File: config.mk
export PLATFORM = sky130hd
export DESIGN_NAME = reset_sequencer
export DESIGN_NICKNAME = d
export VERILOG_FILES = /design/src/rtl/reset_sequencer_pkg.sv /design/src/rtl/reset_sequencer_sync.sv /design/src/rtl/reset_sequencer.sv
export SDC_FILE = /design/constraint.sdc
export NUM_CORES = 1
export LEC_CHECK = 0
export BUFFER_PORTS_ARGS = -buffer_cell sky130_fd_sc_hd__buf_2
export CAP_MARGIN = 0
export CORE_MARGIN = 2
export CORE_UTILIZATION = 42
export DETAILED_ROUTE_END_ITERATION = 8
export SKIP_CTS_REPAIR_TIMING = 1
export SLEW_MARGIN = 25
export SYNTH_ARGS = -nofsm -noshare
export SYNTH_HDL_FRONTEND = slang
export SYNTH_SLANG_ARGS = --single-unit
File: constraint.sdc
create_clock -name clk -period 0.93 [get_ports clk]
set_input_delay 0.0465 -clock clk [delete_from_list [all_inputs] [get_ports clk]]
set_output_delay 0.0465 -clock clk [all_outputs]
set_load 0.02 [all_outputs]
File: src/rtl/reset_sequencer_pkg.sv
// Shared types, defaults and sizing helpers for the staged reset sequencer.
package reset_seq_pkg;

    typedef enum logic [1:0] {
        HOLD    = 2'd0,
        RELEASE = 2'd1,
        RUN     = 2'd2
    } state_t;

    localparam int DEF_NUM_STAGES  = 4;
    localparam int DEF_SYNC_DEPTH  = 2;
    localparam int DEF_HOLD_CYCLES = 8;
    localparam int DEF_GAP_CYCLES  = 4;

    // One spare bit above the larger of the two terminal counts.
    function automatic int cnt_width(input int hold_cycles, input int gap_cycles);
        int max_cycles;
        max_cycles = (hold_cycles > gap_cycles) ? hold_cycles : gap_cycles;
        return $clog2(max_cycles) + 1;
    endfunction

endpackage

File: src/rtl/reset_sequencer_sync.sv
// Reset synchronizer: asserts asynchronously, releases DEPTH clk edges after reset drops.
module reset_sync #(
    parameter int DEPTH = 2
) (
    input  logic clk,
    input  logic reset,
    output logic rst_sync_o
);

    logic [DEPTH-1:0] sync_q;

    // Shift zeros in once reset is gone; any reset pulse refills the chain with ones.
    always_ff @(posedge clk or posedge reset) begin
        if (reset) begin
            sync_q <= '1;
        end else begin
            sync_q <= {sync_q[DEPTH-2:0], 1'b0};
        end
    end

    assign rst_sync_o = sync_q[DEPTH-1];

endmodule

File: src/rtl/reset_sequencer.sv
// Staged reset sequencer: hold, then release stages 0..N-1 one gap apart.
// Optional macro RESET_SEQUENCER_ACK_EN gates each advance on a per-stage ack.
module reset_sequencer
    import reset_seq_pkg::*;
#(
    parameter int NUM_STAGES  = DEF_NUM_STAGES,
    parameter int SYNC_DEPTH  = DEF_SYNC_DEPTH,
    parameter int HOLD_CYCLES = DEF_HOLD_CYCLES,
    parameter int GAP_CYCLES  = DEF_GAP_CYCLES
) (
    input  logic                  clk,
    input  logic                  reset,
    input  logic                  sw_rst_req_i,
`ifdef RESET_SEQUENCER_ACK_EN
    input  logic [NUM_STAGES-1:0] stage_ack_i,
`endif
    output logic [NUM_STAGES-1:0] stage_rst_o,
    output logic                  busy_o,
    output logic                  done_o
);

    localparam int CW = cnt_width(HOLD_CYCLES, GAP_CYCLES);
    localparam int IW = $clog2(NUM_STAGES) + 1;

    localparam logic [CW-1:0] HOLD_LAST = CW'(HOLD_CYCLES - 1);
    localparam logic [CW-1:0] GAP_LAST  = CW'(GAP_CYCLES - 1);
    localparam logic [IW-1:0] IDX_LAST  = IW'(NUM_STAGES - 1);

    logic                  rst_sync_s;
    logic                  ack_sel_s;
    state_t                state_q, state_d;
    logic [CW-1:0]         cnt_q, cnt_d;
    logic [IW-1:0]         idx_q, idx_d;
    logic [NUM_STAGES-1:0] stage_rst_q, stage_rst_d;
    logic                  busy_q, busy_d;
    logic                  done_q, done_d;

    reset_sync #(
        .DEPTH (SYNC_DEPTH)
    ) u_reset_sync (
        .clk        (clk),
        .reset      (reset),
        .rst_sync_o (rst_sync_s)
    );

`ifdef RESET_SEQUENCER_ACK_EN
    logic [NUM_STAGES-1:0] idx_hit_s;

    // Pick the ack belonging to the stage currently waiting on its gap.
    always_comb begin
        idx_hit_s = '0;
        for (int k = 0; k < NUM_STAGES; k++) begin
            idx_hit_s[k] = (idx_q == IW'(k));
        end
        ack_sel_s = |(stage_ack_i & idx_hit_s);
    end
`else
    assign ack_sel_s = 1'b1;
`endif

    // Next-state logic; stage releases shift a zero in at the bottom so the
    // outputs stay a thermometer code by construction.
    always_comb begin
        state_d     = state_q;
        cnt_d       = cnt_q;
        idx_d       = idx_q;
        stage_rst_d = stage_rst_q;
        busy_d      = busy_q;
        done_d      = done_q;
        case (state_q)
            HOLD: begin
                if (cnt_q == HOLD_LAST) begin
                    state_d     = RELEASE;
                    stage_rst_d = stage_rst_q << 1'b1;
                    idx_d       = '0;
                    cnt_d       = '0;
                end else begin
                    cnt_d = cnt_q + 1'b1;
                end
            end
            RELEASE: begin
                if (cnt_q == GAP_LAST) begin
                    if (ack_sel_s) begin
                        if (idx_q == IDX_LAST) begin
                            state_d = RUN;
                            done_d  = 1'b1;
                            busy_d  = 1'b0;
                            cnt_d   = '0;
                        end else begin
                            idx_d       = idx_q + 1'b1;
                            stage_rst_d = stage_rst_q << 1'b1;
                            cnt_d       = '0;
                        end
                    end else begin
                        cnt_d = cnt_q;
                    end
                end else begin
                    cnt_d = cnt_q + 1'b1;
                end
            end
            RUN: begin
                if (sw_rst_req_i) begin
                    state_d     = HOLD;
                    cnt_d       = '0;
                    idx_d       = '0;
                    stage_rst_d = '1;
                    busy_d      = 1'b1;
                    done_d      = 1'b0;
                end else begin
                    state_d = RUN;
                end
            end
            default: begin
                state_d     = HOLD;
                cnt_d       = '0;
                idx_d       = '0;
                stage_rst_d = '1;
                busy_d      = 1'b1;
                done_d      = 1'b0;
            end
        endcase
    end

    // State and output registers, forced to the held state by the synchronized reset.
    always_ff @(posedge clk or posedge rst_sync_s) begin
        if (rst_sync_s) begin
            state_q     <= HOLD;
            cnt_q       <= '0;
            idx_q       <= '0;
            stage_rst_q <= '1;
            busy_q      <= 1'b1;
            done_q      <= 1'b0;
        end else begin
            state_q     <= state_d;
            cnt_q       <= cnt_d;
            idx_q       <= idx_d;
            stage_rst_q <= stage_rst_d;
            busy_q      <= busy_d;
            done_q      <= done_d;
        end
    end

    assign stage_rst_o = stage_rst_q;
    assign busy_o      = busy_q;
    assign done_o      = done_q;

endmodule

==> results of run 1 <==
==> layout by cell type, fill, tap and decap left out, types with 2 or more instances in the layout <==
cell type / instances
buf_4: 19
dfrtp_1: 10
buf_6: 9
inv_1: 8
dfstp_2: 7
a21oi_1: 4
o21ai_1: 4
nand2_1: 3
nor2_1: 3
nand3b_1: 3
a211oi_1: 3
clkbuf_4: 3
buf_2: 3
nor3b_4: 2
o21ai_2: 2
nor2b_1: 2
o21a_1: 2
nand3_1: 2
a21o_1: 2
ha_4: 2
==> power by group through the flow <==
stage          Combinational [mW]  Sequential (mW)  Clock [mW]
3_5_place_dp                 2.07             1.41           0
4_1_cts                      2.09             1.40       0.426
5_1_grt                      2.94             1.47       0.441
2_1_floorplan                1.23             1.51           0
6_report                     2.70             1.43       0.400
3_3_place_gp                 2.06             1.39           0
==> worst max-delay path, stage by stage, from the launching register on <==
cell and delay, ps:
dfrtp_1 410, ha_2 190, ha_4 170, buf_4 130, buf_6 120, a31oi_2 170
o22ai_1 80
==> routing by layer <==
metal / routed length [µm] / track usage / share of wire
met2: 975 / 0.271 / 0.48
met4: 15 / 0.0694 / 0.0073
met1: 993 / 0.235 / 0.48
met5: 0 / 0 / 0
met3: 63 / 0.0364 / 0.031
==> logic make-up after synthesis <==
family | count (synthesis) | share of synthesized area
compound gates | 30 | 0.223
buf+inv | 13 | 0.0663
simple gates | 24 | 0.165
other cells | 1 | 0.00423
fa+ha+maj | 3 | 0.0423
flops | 17 | 0.489
xor+xnor | 1 | 0.00987
==> path summary, 6_finish.rpt <==
path | endpoint | slack (ps) | cells after the start
max reg2reg | done_o | -460 | 6
max in group asynchronous | stage_rst_o[0] | 440 | 2
min | state_q[1] | 100 | 3
min in group asynchronous | cnt_q[1] | 250 | 2
max | done_o | -460 | 6
min reg2reg | cnt_q[1] | 250 | 2
==> registers in the layout (all words and copies together), names as in the netlist <==
signal,cells
busy_o,1
idx_q,3
stage_rst_o,4
state_q,2
done_o,1
cnt_q,4
u_reset_sync.sync_q,2
==> cell type report <==
class | count | area, µm² | area share
repair buffers | 32 | 269 | 0.203
well taps | 27 | 33.8 | 0.0255
inverters | 8 | 30.0 | 0.0227
flip-flops and latches | 17 | 434 | 0.328
clock buffers | 4 | 26.3 | 0.0198
multi-input cells | 59 | 532 | 0.401
==> stage by stage <==
stage / setup TNS, ps / instances / hold slack (ps) / util / instance area [µm²]
finish: -5830 / 147 / 102 / 0.669 / 1330
global route: -7010 / 147 / 106 / 0.669 / 1330
CTS: -6160 / 141 / -255 / 0.585 / 1160
detailed placement: -4960 / 137 / 73.9 / 0.571 / 1130
global placement: -4700 / 137 / 65.4 / 0.571 / 1130
floorplan: -3370 / 89 / -42.0 / - / 970
==> summary.txt, run 1 <==
Outcome
  • Status: complete, but fails checks
  • Failing checks: setup timing

STA
  • Fin. max-slew vios: 0
  • Max Clk Rate: 0.717 GHz
  • Final WS setup: -464 ps
  • Min Tclk post-route: 1390 ps
  • Final setup violation count: 20
  • Endpoints failing hold: 0
  • Skew final: 2.14 ps
  • Tcrit/Tclk final: 1.50
  • Unrepaired setup endpoints after global routing: true

GRT
  • Total GRT Usage: 0.174
  • First-pass GRT wire length: 3240 µm
  • Largest net degree at the start of global routing: 16
  • Vias in the first global route: 711
  • Initial antenna violation count: 0
  • GRT Residual Overflow: 0

Drt
  • Router iterations before antenna repair: 4
  • Total number of vias: 780
  • WL/cell: 13.9 µm
  • Antenna Violating Nets Remaining: 0
  • Routed wire length: 2050 µm
  • DRC viols: 0
  • Detailed Route Iter0 Violations: 16
  • Via/cell ratio: 5.31

Synthesis
  • Synth area leaders: dfrtp_1 28%, dfstp_2 21%, ha_1 4.2%, a211oi_1 3.4%, inv_1 3.4%
  • Post-synth top cells: 10 x dfrtp_1, 8 x inv_1, 7 x dfstp_2
  • Most used DFF post-synth: dfrtp_1
  • EDFF count, synth: 0
  • Post-synthesis async set-or-reset flop share: 1.00
  • Mapped Area: 887 µm²
  • Yosys warns: 0
  • Post-Syn Area per Cell: 9.97 µm²
  • Count leader, synth: dfrtp_1
  • Synth area leader: dfrtp_1
  • Number of synthesized register bits: 17
  • Area share of the largest cell type after synthesis: 0.282
  • Syn nets: 95
  • Yosys cell types: 35
  • Cells after Synth: 89
  • Sequential cell area fraction in the yosys report: 0.489

Pwr
  • Power Internal: 2.75 mW
  • Pwr Density: 3420 nW/µm²
  • VDD IR-drop max: 2.03 mV
  • Power Total: 4.53 mW
  • Gate power share: 0.596
  • LEAKAGE: 0.567 nW
  • Register share of total power: 0.315
  • Clock share of power: 0.088
  • Switching fraction of total power: 0.392
  • NetSw: 1.78 mW

Finish
  • Final #Nets: 127
  • Area Growth Syn to Fin: 49.4%
  • Diodes inserted: 0
  • Share of layout cells above drive strength 1: 0.500
  • Layout fillers: 157

Floorplanning
  • FP Rows: 16
  • Core box area: 1980 µm²
  • Initial Utilization: 0.448
  • Total I/O pin count: 9
  • Total die area: 2500 µm²
  • Die height: 50.0 µm
  • Die Wd: 50.0 µm

Worst setup path
  • CP startpoint: idx_q[1]
  • CP startpoint kind: flip-flop
  • R2r startpoint: idx_q[1]
  • Crit Path Max Fanout: 4
  • CP Data Required Time: 1110 ps
  • Crit Path Class: flip-flop to flip-flop
  • Crit path capture type: flip-flop
  • Critical path arrival: 1570 ps

Hold path
  • Hold crit path type: input pin to flip-flop
  • HP Start: sw_rst_req_i

Clock tree
  • Root buf cell: clkbuf_4
  • Worst skew pair latency: 290 ps
  • Worst-path clk slew: 100 ps
  • TritonCTS Buffers: 3
  • H-tree depth: 1
  • CTS tree: built
  • Deepest clock path buffer count: 2
  • # clock sinks: 17

Place
  • Placer Congestion: 0.766
  • Pre-CTS setup slack: -428 ps
  • I/O Buffers: 8
  • HPWL Detailed: 1400 µm

Flow run
  • Max Cap Violations: 0
Note: power is estimated with default switching activity, not from simulation.
==> inputs of run 2 (changes only) <==
--- a/config.mk
+++ b/config.mk
@@ -5,6 +5,7 @@
 export SDC_FILE = /design/constraint.sdc
 export NUM_CORES = 1
 export LEC_CHECK = 0
+export ABC_AREA = 1
 export BUFFER_PORTS_ARGS = -buffer_cell sky130_fd_sc_hd__buf_2
 export CAP_MARGIN = 0
 export CORE_MARGIN = 2
==> summary.txt, run 2 <==
Pwr
  • Register share of total power: 0.292
  • Clock share of power: 0.095
  • Gate power share: 0.614
  • VDD IR-drop max: 1.80 mV
  • Power Internal: 2.41 mW
  • Switching fraction of total power: 0.405
  • NetSw: 1.64 mW
  • Power Total: 4.05 mW
  • Pwr Density: 2980 nW/µm²
  • LEAKAGE: 0.675 nW

Synthesis
  • Synth area leaders: dfrtp_1 28%, dfstp_2 21%, nand2_1 11%, nand4_1 5.7%, ha_1 4.3%
  • Yosys cell types: 25
  • Number of synthesized register bits: 17
  • Most used DFF post-synth: dfrtp_1
  • Count leader, synth: nand2_1
  • Yosys warns: 0
  • Mapped Area: 881 µm²
  • Post-synth top cells: 25 x nand2_1, 10 x dfrtp_1, 8 x nand4_1
  • Sequential cell area fraction in the yosys report: 0.493
  • Syn nets: 104
  • Post-Syn Area per Cell: 8.99 µm²
  • Cells after Synth: 98
  • Area share of the largest cell type after synthesis: 0.284
  • EDFF count, synth: 0
  • Post-synthesis async set-or-reset flop share: 1.00
  • Synth area leader: dfrtp_1

Floorplanning
  • Die Wd: 49.8 µm
  • Total die area: 2480 µm²
  • Initial Utilization: 0.449
  • FP Rows: 16
  • Total I/O pin count: 9
  • Core box area: 1960 µm²
  • Die height: 49.8 µm

Finish
  • Layout fillers: 174
  • Diodes inserted: 0
  • Share of layout cells above drive strength 1: 0.578
  • Commonest cells after routing, fill and taps aside: 22 x buf_4, 17 x nand2_1, 9 x nand2_2
  • Final instance area: 1360 µm²
  • Commonest non-fill, non-tap cell in the layout: buf_4
  • Final #Nets: 142
  • Fin cells: 162
  • Area Growth Syn to Fin: 54.3%
  • Fin util: 0.693
  • FF+latch area: 437 µm²
  • Area of the multi-input gates: 513 µm²

Drt
  • Detailed Route Iter0 Violations: 13
  • Routed wire length: 1820 µm
  • WL/cell: 11.2 µm
  • Antenna Violating Nets Remaining: 0
  • Via/cell ratio: 4.81
  • Router iterations before antenna repair: 5
  • DRC viols: 0
  • Total number of vias: 780

GRT
  • Vias in the first global route: 728
  • Total GRT Usage: 0.160
  • GRT Residual Overflow: 0
  • First-pass GRT wire length: 3060 µm
  • Largest net degree at the start of global routing: 16
  • Initial antenna violation count: 0

Worst setup path
  • Crit path capture type: flip-flop
  • CP Data Required Time: 1120 ps
  • Critical path arrival: 1470 ps
  • Worst Reg-to-Reg Cells: 8
  • CP startpoint kind: flip-flop
  • Crit-path cells: ha_2, ha_4, nand3_2, nand2_2, clkinv_4, nand3_4, nand2_1, nand2_1
  • Crit Path Class: flip-flop to flip-flop
  • Slowest library cell on the worst path: dfrtp_1
  • Cell repeated most along the worst path: nand2_1
  • Crit Path Max Fanout: 7
  • CP max stage delay: 390 ps

Clock tree
  • TritonCTS Buffers: 3
  • Worst skew pair latency: 280 ps
  • # clock sinks: 17
  • Root buf cell: clkbuf_4
  • Deepest clock path buffer count: 2
  • CTS tree: built
  • H-tree depth: 1
  • Worst-path clk slew: 90 ps

Outcome
  • Status: complete, but fails checks
  • Failing checks: setup timing

Place
  • HPWL Detailed: 1290 µm
  • Placed Cells: 149
  • Area after DPL: 1130 µm²
  • Placer Congestion: 0.819
  • I/O Buffers: 8

STA
  • Final WS setup: -353 ps
  • Final setup violation count: 20
  • Endpoints failing hold: 0
  • Min Tclk post-route: 1280 ps
  • Skew final: 2.98 ps
  • Max Clk Rate: 0.779 GHz
  • Fin. max-slew vios: 0
  • Unrepaired setup endpoints after global routing: true
  • Tcrit/Tclk final: 1.38

Hold path
  • Hold crit path type: input pin to flip-flop
  • Hold path depth: 3

Flow run
  • Max Cap Violations: 0
run 2: worst max-delay path: cells and delay by family (launching register included):
| kind | cells | cell delay (ps) |
|---|---|---|
| buffers and inverters | 1 | 80 |
| adders and majority gates | 2 | 360 |
| DFF | 1 | 390 |
| and+or+nand+nor | 5 | 350 |
run 2: worst paths after layout:
check	from	endpoint	slack, ps
max	idx_q[0]	idx_q[2]	-350
min	sw_rst_req_i	busy_o	50
min reg2reg	u_reset_sync.sync_q[1]	state_q[0]	250
min in group asynchronous	u_reset_sync.sync_q[1]	state_q[0]	250
max in group asynchronous	u_reset_sync.sync_q[1]	stage_rst_o[3]	440
max reg2reg	idx_q[0]	idx_q[2]	-350
run 2: per-stage QoR:
step	hold WS (ps)	worst slack, ps	setup TNS, ps
finish	52.6	-353	-4220
global route	79.6	-433	-5500
CTS	-241	-346	-4400
detailed placement	74.5	-330	-3590
global placement	62.0	-321	-3410
floorplan	-42.0	-268	-2650
run 2: layout make-up:
| cell class | instances | share of cell area |
|---|---|---|
| tap | 27 | 0.0249 |
| clock buffer | 4 | 0.0193 |
| sequential | 17 | 0.321 |
| timing repair buffer | 34 | 0.213 |
| inverter | 14 | 0.0442 |
| multi-input combinational | 66 | 0.378 |
run 2: metal layers:
layer / vias to the layer above / global-route usage / share of wire
met5: - / 0 / 0
met4: 0 / 0.0694 / 0.013
met3: 4 / 0.0182 / 0.027
met2: 15 / 0.251 / 0.48
met1: 368 / 0.223 / 0.48
li1: 393 / - / -
run 2: logic make-up after synthesis:
| kind of cell | synth area share |
|---|---|
| flip-flops | 0.493 |
| other | 0.00426 |
| XOR/XNOR | 0.00994 |
| AO/OA/AOI/OAI | 0.0454 |
| AND/OR/NAND/NOR | 0.324 |
| adder cells (fa/ha/maj) | 0.0426 |
| buffers and inverters | 0.0810 |
run 2: power groups by stage:
stage	clock network (mW)	logic (mW)	registers, mW
after global routing	0.428	2.73	1.21
after CTS	0.401	1.81	1.16
after floorplan	0	1.10	1.26
final	0.383	2.48	1.18
after global placement	0	1.78	1.17
after detailed placement	0	1.80	1.18
==> inputs of run 3 (changes only) <==
--- a/config.mk
+++ b/config.mk
@@ -8,9 +8,11 @@
 export ABC_AREA = 1
 export BUFFER_PORTS_ARGS = -buffer_cell sky130_fd_sc_hd__buf_2
 export CAP_MARGIN = 0
+export CORE_ASPECT_RATIO = 0.8
 export CORE_MARGIN = 2
 export CORE_UTILIZATION = 42
 export DETAILED_ROUTE_END_ITERATION = 8
+export REMOVE_ABC_BUFFERS = 1
 export SKIP_CTS_REPAIR_TIMING = 1
 export SLEW_MARGIN = 25
 export SYNTH_ARGS = -nofsm -noshare
==> constraint.sdc (replaced) <==
create_clock -name clk -period 0.93 [get_ports clk]
set_input_delay 0.0465 -clock clk [delete_from_list [all_inputs] [get_ports clk]]
set_output_delay 0.0465 -clock clk [all_outputs]
set_load 0.01 [all_outputs]
==> summary.txt, run 3 (same netlist as run 2, synthesis figures left out) <==
Clock tree
  • Deepest clock path buffer count: 2
  • Root buf cell: clkbuf_4
  • H-tree depth: 1
  • # clock sinks: 17
  • TritonCTS Buffers: 3
  • CTS tree: built
  • Worst-path clk slew: 100 ps
  • Worst skew pair latency: 290 ps

Drt
  • Via/cell ratio: 4.94
  • DRC viols: 0
  • WL/cell: 13.5 µm
  • Router iterations before antenna repair: 4
  • Total number of vias: 806
  • Detailed Route Iter0 Violations: 9
  • Routed wire length: 2190 µm
  • Antenna Violating Nets Remaining: 0

STA
  • Fin. max-slew vios: 0
  • Max Clk Rate: 0.764 GHz
  • Final WS setup: -379 ps
  • Final setup violation count: 20
  • Endpoints failing hold: 0
  • Unrepaired setup endpoints after global routing: true
  • Skew final: 2.82 ps
  • Tcrit/Tclk final: 1.41
  • Min Tclk post-route: 1310 ps

Pwr
  • Clock share of power: 0.099
  • Power Total: 4.05 mW
  • Gate power share: 0.604
  • Power Internal: 2.38 mW
  • Register share of total power: 0.297
  • Switching fraction of total power: 0.412
  • NetSw: 1.67 mW
  • VDD IR-drop max: 1.51 mV
  • Pwr Density: 3000 nW/µm²
  • LEAKAGE: 0.677 nW

Finish
  • Share of layout cells above drive strength 1: 0.554
  • Commonest non-fill, non-tap cell in the layout: buf_4
  • FF+latch area: 438 µm²
  • Fin util: 0.701
  • Final #Nets: 146
  • Commonest cells after routing, fill and taps aside: 28 x buf_4, 23 x nand2_1, 8 x nand4_1
  • Area of the multi-input gates: 488 µm²
  • Area Growth Syn to Fin: 53.4%
  • Diodes inserted: 0
  • Layout fillers: 135

GRT
  • Initial antenna violation count: 0
  • Vias in the first global route: 657
  • GRT Residual Overflow: 0
  • Largest net degree at the start of global routing: 12
  • First-pass GRT wire length: 2820 µm
  • Total GRT Usage: 0.151

Outcome
  • Failing checks: setup timing
  • Status: complete, but fails checks

Floorplanning
  • Initial Utilization: 0.457
  • Die Wd: 55.2 µm
  • Total I/O pin count: 9
  • Die height: 45.0 µm
  • Total die area: 2480 µm²
  • Core box area: 1930 µm²
  • FP Rows: 14

Place
  • HPWL Detailed: 1330 µm
  • I/O Buffers: 8
  • Pre-CTS setup slack: -404 ps
  • Placer Congestion: 0.816

Worst setup path
  • Critical path arrival: 1550 ps
  • CP Data Required Time: 1170 ps
  • CP startpoint kind: flip-flop
  • Crit Path Max Fanout: 2
  • Crit path capture type: flip-flop
  • Crit Path Class: flip-flop to flip-flop

Flow run
  • Max Cap Violations: 0

Hold path
  • Hold crit path type: input pin to flip-flop
==> run 3: cell count changes in the layout (fill, tap and decap cells not counted), sizes merged <==
cell      before  now
buf           33   37
clkbuf         4    3
clkinvlp       0    1
==> run 3: path summary, 6_finish.rpt <==
| path | end | slack, ps | cells after the start | start |
|---|---|---|---|---|
| max | done_o | -380 | 8 | idx_q[1] |
| min | busy_o | 40 | 3 | sw_rst_req_i |
| max reg2reg | done_o | -380 | 8 | idx_q[1] |
| min reg2reg | done_o | 190 | 1 | u_reset_sync.sync_q[1] |
| max in group asynchronous | cnt_q[2] | 360 | 2 | u_reset_sync.sync_q[1] |
| min in group asynchronous | done_o | 190 | 1 | u_reset_sync.sync_q[1] |
==> run 3: worst max-delay path, stage by stage, from the launching register on <==
cell and delay (ps):
dfrtp_1 410, ha_2 200, ha_4 160, buf_4 140
nand4_1 80, nand2_1 70, nand2_1 90, nand2_1 50
nand2_1 50
==> run 3: area by class of cell <==
type | instances | share of cell area
inverter | 14 | 0.0463
sequential | 17 | 0.324
tap | 24 | 0.0222
clock buffer | 3 | 0.0167
clock inverter | 1 | 0.00556
multi-input combinational | 66 | 0.361
timing repair buffer | 38 | 0.224
==> run 3: metal layers <==
metal / vias to the layer above / global-route usage / wire length (µm)
met3: 4 / 0.0602 / 76
met1: 385 / 0.210 / 1050
met2: 16 / 0.221 / 1030
met4: 0 / 0.0439 / 34
met5: - / 0 / 0
li1: 401 / - / -
==> run 3: power groups by stage <==
| stage | sequential [mW] | clock (mW) | combinational (mW) |
|---|---|---|---|
| after CTS | 1.15 | 0.425 | 1.61 |
| after floorplan | 1.19 | 0 | 0.968 |
| after detailed placement | 1.16 | 0 | 1.60 |
| after global routing | 1.23 | 0.442 | 2.66 |
| final | 1.20 | 0.402 | 2.45 |
| after global placement | 1.16 | 0 | 1.56 |
==> run 3: stage by stage <==
stage,TNS (ps),hold WS (ps),std cells,cell area (µm²)
detailed placement,-4830,69.2,148,1080
finish,-4640,37.0,163,1350
CTS,-5600,-266,152,1110
global placement,-4530,63.4,148,1080
global route,-5540,58.9,163,1350
floorplan,-3750,-42.0,97,870
